==> config.mk <==
export PLATFORM = sky130hd
export DESIGN_NAME = bsg_chip_tag_packet_rx
export DESIGN_NICKNAME = d
export VERILOG_FILES = /design/src/rtl/bsg_chip_tag_packet_rx.sv
export SDC_FILE = /design/constraint.sdc
export NUM_CORES = 1
export LEC_CHECK = 0
export CAP_MARGIN = 20
export CORE_MARGIN = 2
export CORE_UTILIZATION = 45
export CTS_CLUSTER_DIAMETER = 50
export DETAILED_ROUTE_END_ITERATION = 8
export HOLD_SLACK_MARGIN = 0.08
export PLACE_DENSITY_LB_ADDON = 0.1
export SLEW_MARGIN = 20
export SYNTH_ARGS = -nofsm -noshare
export SYNTH_HDL_FRONTEND = slang
export SYNTH_SLANG_ARGS = --single-unit
==> constraint.sdc <==
create_clock -name clk_i -period 2.9 [get_ports clk_i]
set_input_delay 0.435 -clock clk_i [delete_from_list [all_inputs] [get_ports clk_i]]
set_output_delay 0.435 -clock clk_i [all_outputs]
set_load 0.1 [all_outputs]
==> src/rtl/bsg_chip_tag_packet_rx.sv <==
// bsg_chip_tag_packet_rx: serial bsg_tag packet receiver (tag_clk domain).
// Frame on data_i, LSB first: start(1) node_id dnr len payload[len].
// Optional build macro BSG_CHIP_TAG_RX_PARITY_EN appends one even-parity bit
// covering node/dnr/len/payload and adds the parity_err_o port.
module bsg_chip_tag_packet_rx #(
    parameter int unsigned tag_lg_els_p        = 9,
    parameter int unsigned max_payload_width_p = 16,
    parameter int unsigned lg_payload_width_lp = $clog2(max_payload_width_p + 1)
) (
    input  logic                           clk_i,
    input  logic                           reset_i,
    input  logic                           data_i,
    output logic                           v_o,
    output logic [tag_lg_els_p-1:0]        node_id_o,
    output logic                           data_not_reset_o,
    output logic [lg_payload_width_lp-1:0] len_o,
    output logic [max_payload_width_p-1:0] payload_o,
    output logic                           len_err_o,
`ifdef BSG_CHIP_TAG_RX_PARITY_EN
    output logic                           parity_err_o,
`endif
    output logic [7:0]                     pkt_count_o
);

    // Bit counter must cover the node field and the largest encodable len.
    localparam int unsigned len_span_lp = 1 << lg_payload_width_lp;
    localparam int unsigned cnt_max_lp  = (tag_lg_els_p > len_span_lp) ? tag_lg_els_p : len_span_lp;
    localparam int unsigned cnt_w_lp    = $clog2(cnt_max_lp + 1);

    localparam logic [2:0] s_idle    = 3'd0;
    localparam logic [2:0] s_node    = 3'd1;
    localparam logic [2:0] s_dnr     = 3'd2;
    localparam logic [2:0] s_len     = 3'd3;
    localparam logic [2:0] s_payload = 3'd4;
    localparam logic [2:0] s_skip    = 3'd5;
`ifdef BSG_CHIP_TAG_RX_PARITY_EN
    localparam logic [2:0] s_parity  = 3'd6;
`endif

    logic [2:0]                     state_r, state_n;
    logic [cnt_w_lp-1:0]            cnt_r, cnt_n, cnt_inc;
    logic [tag_lg_els_p-1:0]        node_r, node_n, node_o_n;
    logic                           dnr_r, dnr_n, dnr_o_n;
    logic [lg_payload_width_lp-1:0] len_r, len_n, len_o_n;
    logic [max_payload_width_p-1:0] pay_r, pay_n, pay_o_n;
    logic                           v_n, len_err_n, emit, done;
    logic [7:0]                     pkt_n;
`ifdef BSG_CHIP_TAG_RX_PARITY_EN
    logic                           par_r, par_n, par_err_n;
`endif

    assign cnt_inc = cnt_r + 1'b1;

    // Next-state, shadow capture and output-register update.
    always_comb begin
        state_n   = state_r;
        cnt_n     = cnt_r;
        node_n    = node_r;
        dnr_n     = dnr_r;
        len_n     = len_r;
        pay_n     = pay_r;
        v_n       = 1'b0;
        len_err_n = 1'b0;
        emit      = 1'b0;
        done      = 1'b0;
        node_o_n  = node_id_o;
        dnr_o_n   = data_not_reset_o;
        len_o_n   = len_o;
        pay_o_n   = payload_o;
        pkt_n     = pkt_count_o;
`ifdef BSG_CHIP_TAG_RX_PARITY_EN
        par_n     = par_r;
        par_err_n = 1'b0;
        if (state_r == s_node || state_r == s_dnr || state_r == s_len || state_r == s_payload)
            par_n = par_r ^ data_i;
`endif
        case (state_r)
            s_idle: begin
                if (data_i) begin
                    state_n = s_node;
                    cnt_n   = '0;
                    node_n  = '0;
                    dnr_n   = 1'b0;
                    len_n   = '0;
                    pay_n   = '0;
`ifdef BSG_CHIP_TAG_RX_PARITY_EN
                    par_n   = 1'b0;
`endif
                end
            end
            s_node: begin
                node_n = node_r | (tag_lg_els_p'(data_i) << cnt_r);
                cnt_n  = cnt_inc;
                if (cnt_inc == cnt_w_lp'(tag_lg_els_p)) begin
                    state_n = s_dnr;
                    cnt_n   = '0;
                end
            end
            s_dnr: begin
                dnr_n   = data_i;
                state_n = s_len;
            end
            s_len: begin
                len_n = len_r | (lg_payload_width_lp'(data_i) << cnt_r);
                cnt_n = cnt_inc;
                if (cnt_inc == cnt_w_lp'(lg_payload_width_lp)) begin
                    cnt_n = '0;
                    if (len_n == '0) begin
                        done = 1'b1;
                    end else if (len_n > lg_payload_width_lp'(max_payload_width_p)) begin
                        state_n   = s_skip;
                        len_err_n = 1'b1;
                    end else begin
                        state_n = s_payload;
                    end
                end
            end
            s_payload: begin
                pay_n = pay_r | (max_payload_width_p'(data_i) << cnt_r);
                cnt_n = cnt_inc;
                if (cnt_inc == cnt_w_lp'(len_r)) begin
                    cnt_n = '0;
                    done  = 1'b1;
                end
            end
            s_skip: begin
                cnt_n = cnt_inc;
                if (cnt_inc == cnt_w_lp'(len_r)) begin
                    cnt_n   = '0;
                    state_n = s_idle;
                end
            end
`ifdef BSG_CHIP_TAG_RX_PARITY_EN
            s_parity: begin
                state_n = s_idle;
                if (par_r ^ data_i) par_err_n = 1'b1;
                else                emit      = 1'b1;
            end
`endif
            default: state_n = s_idle;
        endcase

`ifdef BSG_CHIP_TAG_RX_PARITY_EN
        if (done) state_n = s_parity;
`else
        if (done) begin
            state_n = s_idle;
            emit    = 1'b1;
        end
`endif

        if (emit) begin
            v_n      = 1'b1;
            node_o_n = node_n;
            dnr_o_n  = dnr_n;
            len_o_n  = len_n;
            pay_o_n  = pay_n;
            if (pkt_count_o != 8'hFF) pkt_n = pkt_count_o + 8'd1;
        end
    end

    // State, shadow and output registers with synchronous reset.
    always_ff @(posedge clk_i) begin
        if (reset_i) begin
            state_r          <= s_idle;
            cnt_r            <= '0;
            node_r           <= '0;
            dnr_r            <= 1'b0;
            len_r            <= '0;
            pay_r            <= '0;
            v_o              <= 1'b0;
            len_err_o        <= 1'b0;
            node_id_o        <= '0;
            data_not_reset_o <= 1'b0;
            len_o            <= '0;
            payload_o        <= '0;
            pkt_count_o      <= '0;
`ifdef BSG_CHIP_TAG_RX_PARITY_EN
            par_r            <= 1'b0;
            parity_err_o     <= 1'b0;
`endif
        end else begin
            state_r          <= state_n;
            cnt_r            <= cnt_n;
            node_r           <= node_n;
            dnr_r            <= dnr_n;
            len_r            <= len_n;
            pay_r            <= pay_n;
            v_o              <= v_n;
            len_err_o        <= len_err_n;
            node_id_o        <= node_o_n;
            data_not_reset_o <= dnr_o_n;
            len_o            <= len_o_n;
            payload_o        <= pay_o_n;
            pkt_count_o      <= pkt_n;
`ifdef BSG_CHIP_TAG_RX_PARITY_EN
            par_r            <= par_n;
            parity_err_o     <= par_err_n;
`endif
        end
    end

endmodule

# == After elaboration in Yosys (flattened, before gate mapping) ==
# Index checks and enable logic that the tools add are counted.
# op_classes
add_sub_neg,2
magnitude_cmp,1
eq_ne,14
n_shift,3
n_mux,27
bitwise_logic,6
n_reduce_logical,9
# op_table
cell,n
$pmux 16 s2,1
$mux 6,4
$pmux 6 s4,1
$pmux 3 s6,1
$pmux 9 s2,1
$mux 16,1
$or 16x16->16,1
$shl 1x6->16,1
$mux 3,5
$ne 2x2->1 const B,5
$pmux 5 s2,1
$mux 9,1
$or 9x9->9,1
$shl 1x6->9,1
$add 8x1->8 const B,1
$mux 1,8
$ne 8x8->1 const B,1
$add 6x1->6 const B,1
$eq 3x2->1 const B,2
$eq 3x3->1 const B,2
$eq 6x3->1 const B,1
$eq 6x4->1 const B,1
$eq 6x5->1,1
$reduce_and 6->1,1
other kinds (13),18
# totals
reg_bits,81

# == Logic depth before layout (Yosys ltp) ==
# Gate-level depths: netlist (run 1).
# depth
depth_word,8
ltp_mapped,11
depth_no_buf,9

# == Worst setup path after synthesis (run 1) ==
# Ideal clock, no wire load.
# synth_path
path_kind,reg-to-reg
start,reg cnt_r[0]
end,reg pkt_count_o[5]
arrival_time_ps,2601
required_ps,2777
slack_ps,176
path_stages_with_launch,11
n_path_buf,2
synth_period_minus_slack_ps,2724
cell_sequence,dfxtp_1 -> buf_2 -> inv_1 -> ha_1 -> xor2_1 -> nor2_1 -> nand4_1 -> o32a_2 -> buf_6 -> or4b_1 -> mux2_1
# synth_between
elab_chain_len,8
# synth_lines
item,line_no,source
start: declaration,41,"logic [cnt_w_lp-1:0] cnt_r, cnt_n, cnt_inc;"
start signal: assignment,184,cnt_r <= cnt_n;
branches (longest 5 deep; another with $add 6x1->6),--,
$pmux 1 s2 (*),77,case (state_r)
$mux 1 (*),146,if (done) begin
$reduce_and 2->1 (no source line) (*),--,
end signal: assignment,195,pkt_count_o <= pkt_n;
end: declaration,22,output logic [7:0] pkt_count_o
# Mark *: on every way between the ends.
# A chain may end at the register's enable or synchronous reset.

# == Final worst setup path (run 1) ==
# layout_path
start,reg cnt_r[1]
end,reg pkt_count_o[5]
# The elaborated chain is that of the path after synthesis.

==> results of run 1 <==
## layout make-up
cell class,count,area (um^2),area share
Clock buffer,11,141,0.0340
Timing Repair Buffer,64,480,0.116
Clock inverter,5,62.6,0.0151
Tap cell,102,128,0.0307
Sequential cell,81,1620,0.390
Multi-Input combinational cell,271,1690,0.406
Inverter,9,33.8,0.00813
## repair_timing
| item | in CTS | in global routing |
|---|---|---|
| resized for setup | 0 | 1 |
| buffers inserted | 0 | 0 |
| endpoints found under the setup margin | 0 | 2 |
## layout by cell type (no fill, tap or decap), drive strengths merged, types with 2 or more instances in the layout
master / n
a211oi: 8
a21boi: 2
a21oi: 22
a22o: 9
a22oi: 10
a31oi: 7
a32oi: 6
and2: 2
and3: 9
buf: 63
clkbuf: 11
clkinvlp: 2
dfxtp: 81
ha: 3
inv: 10
mux2: 3
nand2: 15
nand2b: 5
nand3: 9
nand3b: 2
nand4: 2
nor2: 56
nor2b: 3
nor3: 22
nor3b: 2
nor4: 4
o211ai: 2
o21ai: 19
o2bb2ai: 15
o31ai: 3
or3: 4
or4: 2
or4b: 2
xnor2: 3
xor2: 4
## final timing paths
path	to	slack [ns]	cells after the start
hold / removal	node_id_o[7]	0.46	2
setup reg to reg	pkt_count_o[5]	0.26	8
setup / recovery	pkt_count_o[5]	0.26	8
hold reg to reg	node_id_o[7]	0.46	2
## routing by layer
| layer | routed length (um) | share of wire | vias up | GRT usage |
|---|---|---|---|---|
| li1 | - | - | 1518 | - |
| met1 | 4180 | 0.48 | 1443 | 0.307 |
| met2 | 3760 | 0.44 | 95 | 0.323 |
| met3 | 602 | 0.070 | 10 | 0.0460 |
| met4 | 97 | 0.011 | 0 | 0.0672 |
| met5 | 0 | 0 | - | 0 |
## sequential cells by signal, indices dropped and copies added, names as in the netlist
signal	flops
node_id_o	9
pkt_count_o	8
payload_o	16
state_r	3
data_not_reset_o	1
node_r	9
len_o	5
dnr_r	1
pay_r	16
v_o	1
len_r	5
len_err_o	1
cnt_r	6
## per-stage QoR
stage | std cells | hold slack, ns | setup slack (ns)
CTS | 543 | 0.467 | 0.223
finish | 543 | 0.461 | 0.259
global placement | 527 | 0.448 | 0.304
global route | 543 | 0.496 | 0.0526
detailed placement | 527 | 0.449 | 0.224
floorplan | 390 | 0.447 | 0.176
## kinds of logic after synthesis
| kind of cell | share of synthesized area |
|---|---|
| fa+ha+maj | 0.0108 |
| buf+inv | 0.0477 |
| flops | 0.468 |
| simple gates | 0.213 |
| compound gates | 0.234 |
| xor+xnor | 0.0177 |
| mux | 0.00975 |
## worst max-delay path: stages, from the launching register on
cell	delay, ns
dfxtp_1	0.43
inv_1	0.10
ha_1	0.31
xor2_1	0.17
nor2_1	0.13
nand4_1	0.17
o32a_2	0.39
or4b_1	0.53
mux2_1	0.32
## power breakdown
part / internal [mW] / total (mW) / switching, mW
Combinational: 0.0926 / 0.259 / 0.167
Sequential: 1.12 / 1.14 / 0.0202
Clock: 0.427 / 0.855 / 0.429
==> results.sh, run 1 <==
export IMPL_synth_ff_type="dfxtp_1"
export IMPL_status="complete, no violations"
export IMPL_synth_edf_count=0
export IMPL_design_area_um2=4160
export IMPL_finalSetupViolCount=0
export IMPL_timing_final_crit_share=0.911
export IMPL_cts_hold_buf=0
export IMPL_worstMarginPinSlew_ns=0.638
export IMPL_clk_pin_slew_worst_paths_ns=0.09
export IMPL_start_kind="flop"
export IMPL_drv_slew=0
export IMPL_start_util=0.456
export IMPL_grt_ovfl_total=0
export IMPL_fin_nets=442
export IMPL_fin_setup_tns_ns=0
export IMPL_ys_top_cells_by_count="81 x dfxtp_1, 56 x nor2_1, 22 x a21oi_1, 22 x nor3_1, 19 x o21ai_0"
export IMPL_finish_utilization=0.546
export IMPL_ir_worst_vdd_uv=317
export IMPL_max_slew_margin_rel=0.571
export IMPL_syn_to_final_growth_pct=19.9
export IMPL_numCtsBuffers=9
export IMPL_viasPerCell=5.65
export IMPL_synth_warnings=0
export IMPL_hold_start="node_id_o[7]"
export IMPL_synth_distinct_cells=60
export IMPL_die_x_um=91.8
export IMPL_synth_top_area_cell="dfxtp_1"
export IMPL_synth_most_common_cell="dfxtp_1"
export IMPL_grt_pass1_wl_um=14400
export IMPL_portBuffers=43
export IMPL_fmax_mhz=379
export IMPL_clock_skew_ns=0.00886
export IMPL_critical_path_required_ns=3.14
export IMPL_ys_seq_elements=81
export IMPL_cts_htree_levels=3
export IMPL_n_antenna_cell=0
export IMPL_drive_gt1_frac=0.204
export IMPL_syn_inst=390
export IMPL_ys_seq_area_frac=0.468
export IMPL_syn_num_nets=396
export IMPL_startpoint="cnt_r[1]"
export IMPL_die_area_um2=8420
export IMPL_drc_errors=0
export IMPL_async_reset_ff_frac=0
export IMPL_dpl_cell_area_um2=3950
export IMPL_critical_path_class="flop to flop"
export IMPL_worstPathArrival_ns=2.88
export IMPL_synthTopCellsByArea="dfxtp_1 47%, nor2_1 6.1%, o2bb2ai_1 3.8%"
export IMPL_hold_class="flop to flop"
export IMPL_hold_viol=0
export IMPL_end_kind="flop"
export IMPL_place_hpwl_um=6010
export IMPL_first_global_vias=2857
export IMPL_worstReg2RegStart="cnt_r[1]"
export IMPL_num_io_pins=44
export IMPL_power_leakage_nw=1.60
export IMPL_clock_path_buffers=2
export IMPL_period_minus_slack_ns=2.64
export IMPL_syn_area_um2=3470
export IMPL_clk_latency_ns=0.35
export IMPL_cts_sinks=81
export IMPL_finalPower_mw=2.26
export IMPL_cts_root_buf="clkbuf_8"
export IMPL_ant_nets=0
export IMPL_rows=32
export IMPL_filler_cell_count=724
export IMPL_core_um2=7610
export IMPL_die_h_um=91.8
export IMPL_gp_congestion=0.861
export IMPL_drtIter0Drc=216
export IMPL_antenna_found_initial=0
export IMPL_maxCapViolCount=0
export IMPL_vias=3066
export IMPL_power_density_nw_per_um2=543
export IMPL_avgSynthCellArea_um2=8.89
export IMPL_path_max_fanout=6
export IMPL_rsz0062_at_grt="false"
export IMPL_first_pass_iters=4
export IMPL_netlist_area_leader_share=0.468
export IMPL_grtUsageTotal=0.214
export IMPL_wirelength_um=8650
export IMPL_grt_max_degree=27
export IMPL_cts_tree="done"
export IMPL_routedWlPerCell_um=15.9
Note: power is estimated with default switching activity, not from simulation.
==> inputs of run 2 (changes only) <==
Settings changed: CAP_MARGIN 20 to not set, CORE_MARGIN 2 to 8.
Clock period 2.9 ns to 2.2 ns, I/O delays scaled along.
==> run 2 against run 1 <==
The flow now finishes with violations (negative setup slack). Clock skew grew 0.0066 ns. Critical endpoint is now pkt_count_o[3]. Largest power group unchanged. Sequential share of layout area fell by 3.1 points. Utilization grew 5.4 points. Global-route usage fell by 3.7 points. Non-clock buffer count increased by 41.
==> results.sh, run 2 (synthesis results as in run 1) <==
export IMPL_status="finished, violations left"
export IMPL_failed_checks="negative setup slack"
export IMPL_place_hpwl_um=6940
export IMPL_finalSetupViolCount=40
export IMPL_worstPathArrival_ns=2.70
export IMPL_die_area_um2=10800
export IMPL_power_leakage_nw=1.84
export IMPL_filler_cell_count=722
export IMPL_viasPerCell=5.48
export IMPL_drive_gt1_frac=0.322
export IMPL_n_antenna_cell=0
export IMPL_path_max_fanout=4
export IMPL_grt_max_degree=26
export IMPL_cts_htree_levels=3
export IMPL_critical_path_required_ns=2.44
export IMPL_cts_sinks=81
export IMPL_portBuffers=43
export IMPL_cts_hold_buf=0
export IMPL_finalPower_mw=2.94
export IMPL_numCtsBuffers=9
export IMPL_power_density_nw_per_um2=643
export IMPL_die_h_um=104
export IMPL_start_util=0.456
export IMPL_cts_root_buf="clkbuf_8"
export IMPL_grt_ovfl_total=0
export IMPL_antenna_found_initial=0
export IMPL_core_um2=7610
export IMPL_gp_congestion=0.847
export IMPL_grt_pass1_wl_um=15800
export IMPL_period_minus_slack_ns=2.46
export IMPL_critical_path_class="flop to flop"
export IMPL_start_kind="flop"
export IMPL_setup_ws_ns=-0.264
export IMPL_drv_slew=0
export IMPL_vias=3200
export IMPL_ir_worst_vdd_uv=605
export IMPL_clock_path_buffers=2
export IMPL_clock_skew_ns=0.0155
export IMPL_cts_tree="done"
export IMPL_worst_r2r_setup_slack_ns=-0.26
export IMPL_drtIter0Drc=199
export IMPL_grtUsageTotal=0.177
export IMPL_ant_nets=0
export IMPL_final_common_cell="buf_4"
export IMPL_routedWlPerCell_um=16.3
export IMPL_fin_nets=483
export IMPL_rows=32
export IMPL_end_kind="flop"
export IMPL_clk_pin_slew_worst_paths_ns=0.09
export IMPL_die_x_um=104
export IMPL_worstMarginPinSlew_ns=0.482
export IMPL_first_global_vias=3172
export IMPL_syn_to_final_growth_pct=31.7
export IMPL_num_io_pins=44
export IMPL_wirelength_um=9530
export IMPL_drc_errors=0
export IMPL_rsz0062_at_grt="true"
export IMPL_top_regs="pay_r: 16 flops, payload_o: 16 flops"
export IMPL_timing_final_crit_share=1.12
export IMPL_layout_common_cells="100 x buf_4, 72 x dfxtp_1, 56 x nor2_1"
export IMPL_first_pass_iters=5
export IMPL_hold_class="input port to flop"
export IMPL_clk_latency_ns=0.35
export IMPL_max_slew_margin_rel=0.676
export IMPL_maxCapViolCount=0
export IMPL_fmax_mhz=406
export IMPL_hold_viol=0
export IMPL_place_inst=566
export IMPL_layout_cells_non_filler=584
-- run 2: critical path, cell delays in order (launching register included) --
cell,delay [ns]
dfxtp_4,0.39
inv_4,0.05
ha_4,0.23
xor2_1,0.13
nor2_1,0.16
nand4_1,0.19
o32a_4,0.36
or4b_4,0.54
mux2_4,0.31
-- run 2: area by class of cell --
type | instances | area [um^2] | area share
Inverter | 9 | 38.8 | 0.00850
Clock inverter | 7 | 53.8 | 0.0118
Clock buffer | 9 | 124 | 0.0271
Multi-Input combinational cell | 271 | 1780 | 0.389
Sequential cell | 81 | 1640 | 0.359
Timing Repair Buffer | 105 | 808 | 0.177
Tap cell | 102 | 128 | 0.0280
-- run 2: report_power, final --
| part | leakage, nW | internal, mW | switching (mW) |
|---|---|---|---|
| logic | 1.09 | 0.185 | 0.258 |
| registers | 0.658 | 1.48 | 0.0212 |
| clock network | 0.0875 | 0.419 | 0.570 |
-- run 2: path summary, 6_finish.rpt --
| path | start | to | depth (start not counted) |
|---|---|---|---|
| setup reg to reg | cnt_r[1] | pkt_count_o[3] | 8 |
| setup / recovery | cnt_r[1] | pkt_count_o[3] | 8 |
| hold reg to reg | payload_o[4] | payload_o[4] | 1 |
| hold / removal | reset_i | pay_r[4] | 2 |
-- run 2: metal layers --
metal  up-vias  wire length [um]  global-route usage
met5         -                 0                   0
met4         0               133              0.0745
met3         6               529              0.0353
met2        62              4450               0.283
met1      1531              4420               0.228
li1       1601                 -                   -
-- run 2: per-stage QoR --
stage | util | setup slack, ns | cell area [um^2] | hold WS, ns | setup TNS (ns)
4_1_cts | 0.595 | -0.234 | 4530 | 0.381 | -4.52
5_1_grt | 0.600 | -0.326 | 4570 | 0.421 | -9.23
2_1_floorplan | - | -0.285 | 3520 | 0.447 | -0.533
3_5_place_dp | 0.564 | -0.324 | 4290 | 0.448 | -4.46
3_3_place_gp | 0.564 | -0.264 | 4290 | 0.449 | -2.20
6_report | 0.600 | -0.264 | 4570 | 0.398 | -4.51
-- run 2: timing repair --
action                     4_1_cts  5_1_grt
resized for setup                9       10
setup buffers                    2        0
setup endpoints to repair       40       48
pin swaps                        8        3
==> inputs of run 3 (changes only) <==
Settings changed: GPL_TIMING_DRIVEN set to 0.
==> run 3 against run 2 <==
The run still ends with negative setup slack left. Cell count down 0.51%. Combinational power rose by 19%. Register-to-register slack lost 0.16 ns. Sequential power hardly changed. Clock-buffer cell count grew 1. Utilization up 6.6 points. Wire length increased by 11%. Non-clock buffer count shrank 4. Flip-flop and latch count unchanged. Maximum frequency shrank 6.2%. Clock power rose by 30%. Die area did not move. Critical path type unchanged. Critical endpoint is now pkt_count_o[5]. Highest routed layer unchanged.
==> results.sh, run 3 (synthesis results as in run 1) <==
export IMPL_core_um2=7610
export IMPL_die_h_um=104
export IMPL_vias=3289
export IMPL_first_global_vias=3287
export IMPL_ant_nets=0
export IMPL_regArea_um2=1630
export IMPL_syn_to_final_growth_pct=46.2
export IMPL_finalSetupViolCount=43
export IMPL_clk_pin_slew_worst_paths_ns=0.09
export IMPL_place_inst=535
export IMPL_startpoint="cnt_r[3]"
export IMPL_ff2ff_path_depth=8
export IMPL_status="finished, violations left"
export IMPL_grt_pass1_wl_um=17200
export IMPL_critical_path_required_ns=2.46
export IMPL_drive_gt1_frac=0.282
export IMPL_routedWlPerCell_um=18.2
export IMPL_hold_end="payload_o[13]"
export IMPL_layout_cells_non_filler=581
export IMPL_grtUsageTotal=0.193
export IMPL_ir_worst_vdd_uv=443
export IMPL_antenna_found_initial=0
export IMPL_failed_checks="negative setup slack"
export IMPL_numCtsBuffers=9
export IMPL_fin_nets=480
export IMPL_setup_ws_ns=-0.427
export IMPL_portBuffers=43
export IMPL_drc_errors=0
export IMPL_die_area_um2=10800
export IMPL_dpl_cell_area_um2=4080
export IMPL_grt_ovfl_total=0
export IMPL_maxCapViolCount=0
export IMPL_finalPower_mw=3.32
export IMPL_max_slew_margin_rel=0.346
export IMPL_cts_hold_buf=0
export IMPL_path_max_fanout=10
export IMPL_period_minus_slack_ns=2.63
export IMPL_worstMarginPinSlew_ns=0.979
export IMPL_gp_congestion=0.902
export IMPL_critical_path_class="flop to flop"
export IMPL_design_area_um2=5070
export IMPL_viasPerCell=5.66
export IMPL_worstReg2RegStart="cnt_r[3]"
export IMPL_place_hpwl_um=6720
export IMPL_rsz0062_at_grt="true"
export IMPL_start_util=0.456
export IMPL_multi_input_area_um2=2070
export IMPL_cts_root_buf="clkbuf_8"
export IMPL_num_io_pins=44
export IMPL_reg2reg_to="pkt_count_o[5]"
export IMPL_power_density_nw_per_um2=655
export IMPL_worst_r2r_setup_slack_ns=-0.43
export IMPL_n_antenna_cell=0
export IMPL_timing_final_crit_share=1.19
export IMPL_die_x_um=104
export IMPL_clk_latency_ns=0.36
export IMPL_finish_utilization=0.666
export IMPL_hold_viol=0
export IMPL_filler_cell_count=640
export IMPL_cts_htree_levels=3
export IMPL_cts_sinks=81
export IMPL_hold_start="payload_o[13]"
export IMPL_clock_path_buffers=2
export IMPL_final_common_cell="dfxtp_1"
export IMPL_first_pass_iters=4
export IMPL_worstPathArrival_ns=2.88
export IMPL_power_leakage_nw=2.27
export IMPL_cts_tree="done"
export IMPL_whs_path_depth=1
export IMPL_drtIter0Drc=130
export IMPL_post_place_ws_ns=-1.50
export IMPL_rows=32
export IMPL_end_kind="flop"
export IMPL_hold_class="flop to flop"
export IMPL_fmax_mhz=381
export IMPL_grt_max_degree=16
export IMPL_drv_slew=0
export IMPL_clock_skew_ns=0.00949
export IMPL_top_regs="pay_r: 16 flops, payload_o: 16 flops"
export IMPL_wirelength_um=10600
export IMPL_start_kind="flop"
export IMPL_layout_common_cells="74 x dfxtp_1, 50 x nor2_1, 22 x buf_4, 22 x dlygate4sd2_1"
## run 3: report_power, final
group          switching, mW  leakage (nW)  internal, mW
registers             0.0160         0.657          1.48
logic                  0.311          1.50         0.217
clock network          0.603         0.115         0.686
## run 3: cell type report
| cell class | instances | area share |
|---|---|---|
| Clock inverter | 6 | 0.0190 |
| Multi-Input combinational cell | 271 | 0.409 |
| Sequential cell | 81 | 0.322 |
| Buffer | 27 | 0.0397 |
| Clock buffer | 10 | 0.0272 |
| Tap cell | 102 | 0.0252 |
| Inverter | 9 | 0.00864 |
| Timing Repair inverter | 1 | 0.00123 |
| Timing Repair Buffer | 74 | 0.148 |
## run 3: critical path, cell delays in order (launching register included)
cell     delay (ns)
dfxtp_1        0.41
buf_2          0.27
xnor2_1        0.20
xnor2_2        0.16
nand4_1        0.17
o32a_4         0.42
buf_6          0.12
or4b_4         0.47
mux2_4         0.30
## run 3: worst max-delay path by stage
stage,to,depth (start not counted)
after global routing,pkt_count_o[5],8
after CTS,pkt_count_o[5],10
after detailed placement,payload_o[15],8
after floorplan,pkt_count_o[5],10
after global placement,payload_o[10],8
final,pkt_count_o[5],8
## run 3: what timing repair did
action / CTS / global route
cloned: 3 / 1
resized for setup: 90 / 57
endpoints found under the setup margin: 54 / 81
pin swaps: 42 / 10
buffers inserted: 23 / 7
## run 3: metrics by stage
step                      setup TNS [ns]  hold WS, ns
after detailed placement          -56.36        0.443
after global placement            -59.25        0.443
after global routing              -11.73        0.484
after floorplan                   -0.533        0.447
after CTS                          -6.91        0.460
final                              -8.71        0.465
## run 3: metal layers
metal,global-route usage,vias to the layer above,share of wire
met5,0,-,0
met4,0.0900,0,0.022
met3,0.0452,18,0.048
met2,0.311,75,0.47
met1,0.239,1599,0.46
li1,-,1597,-
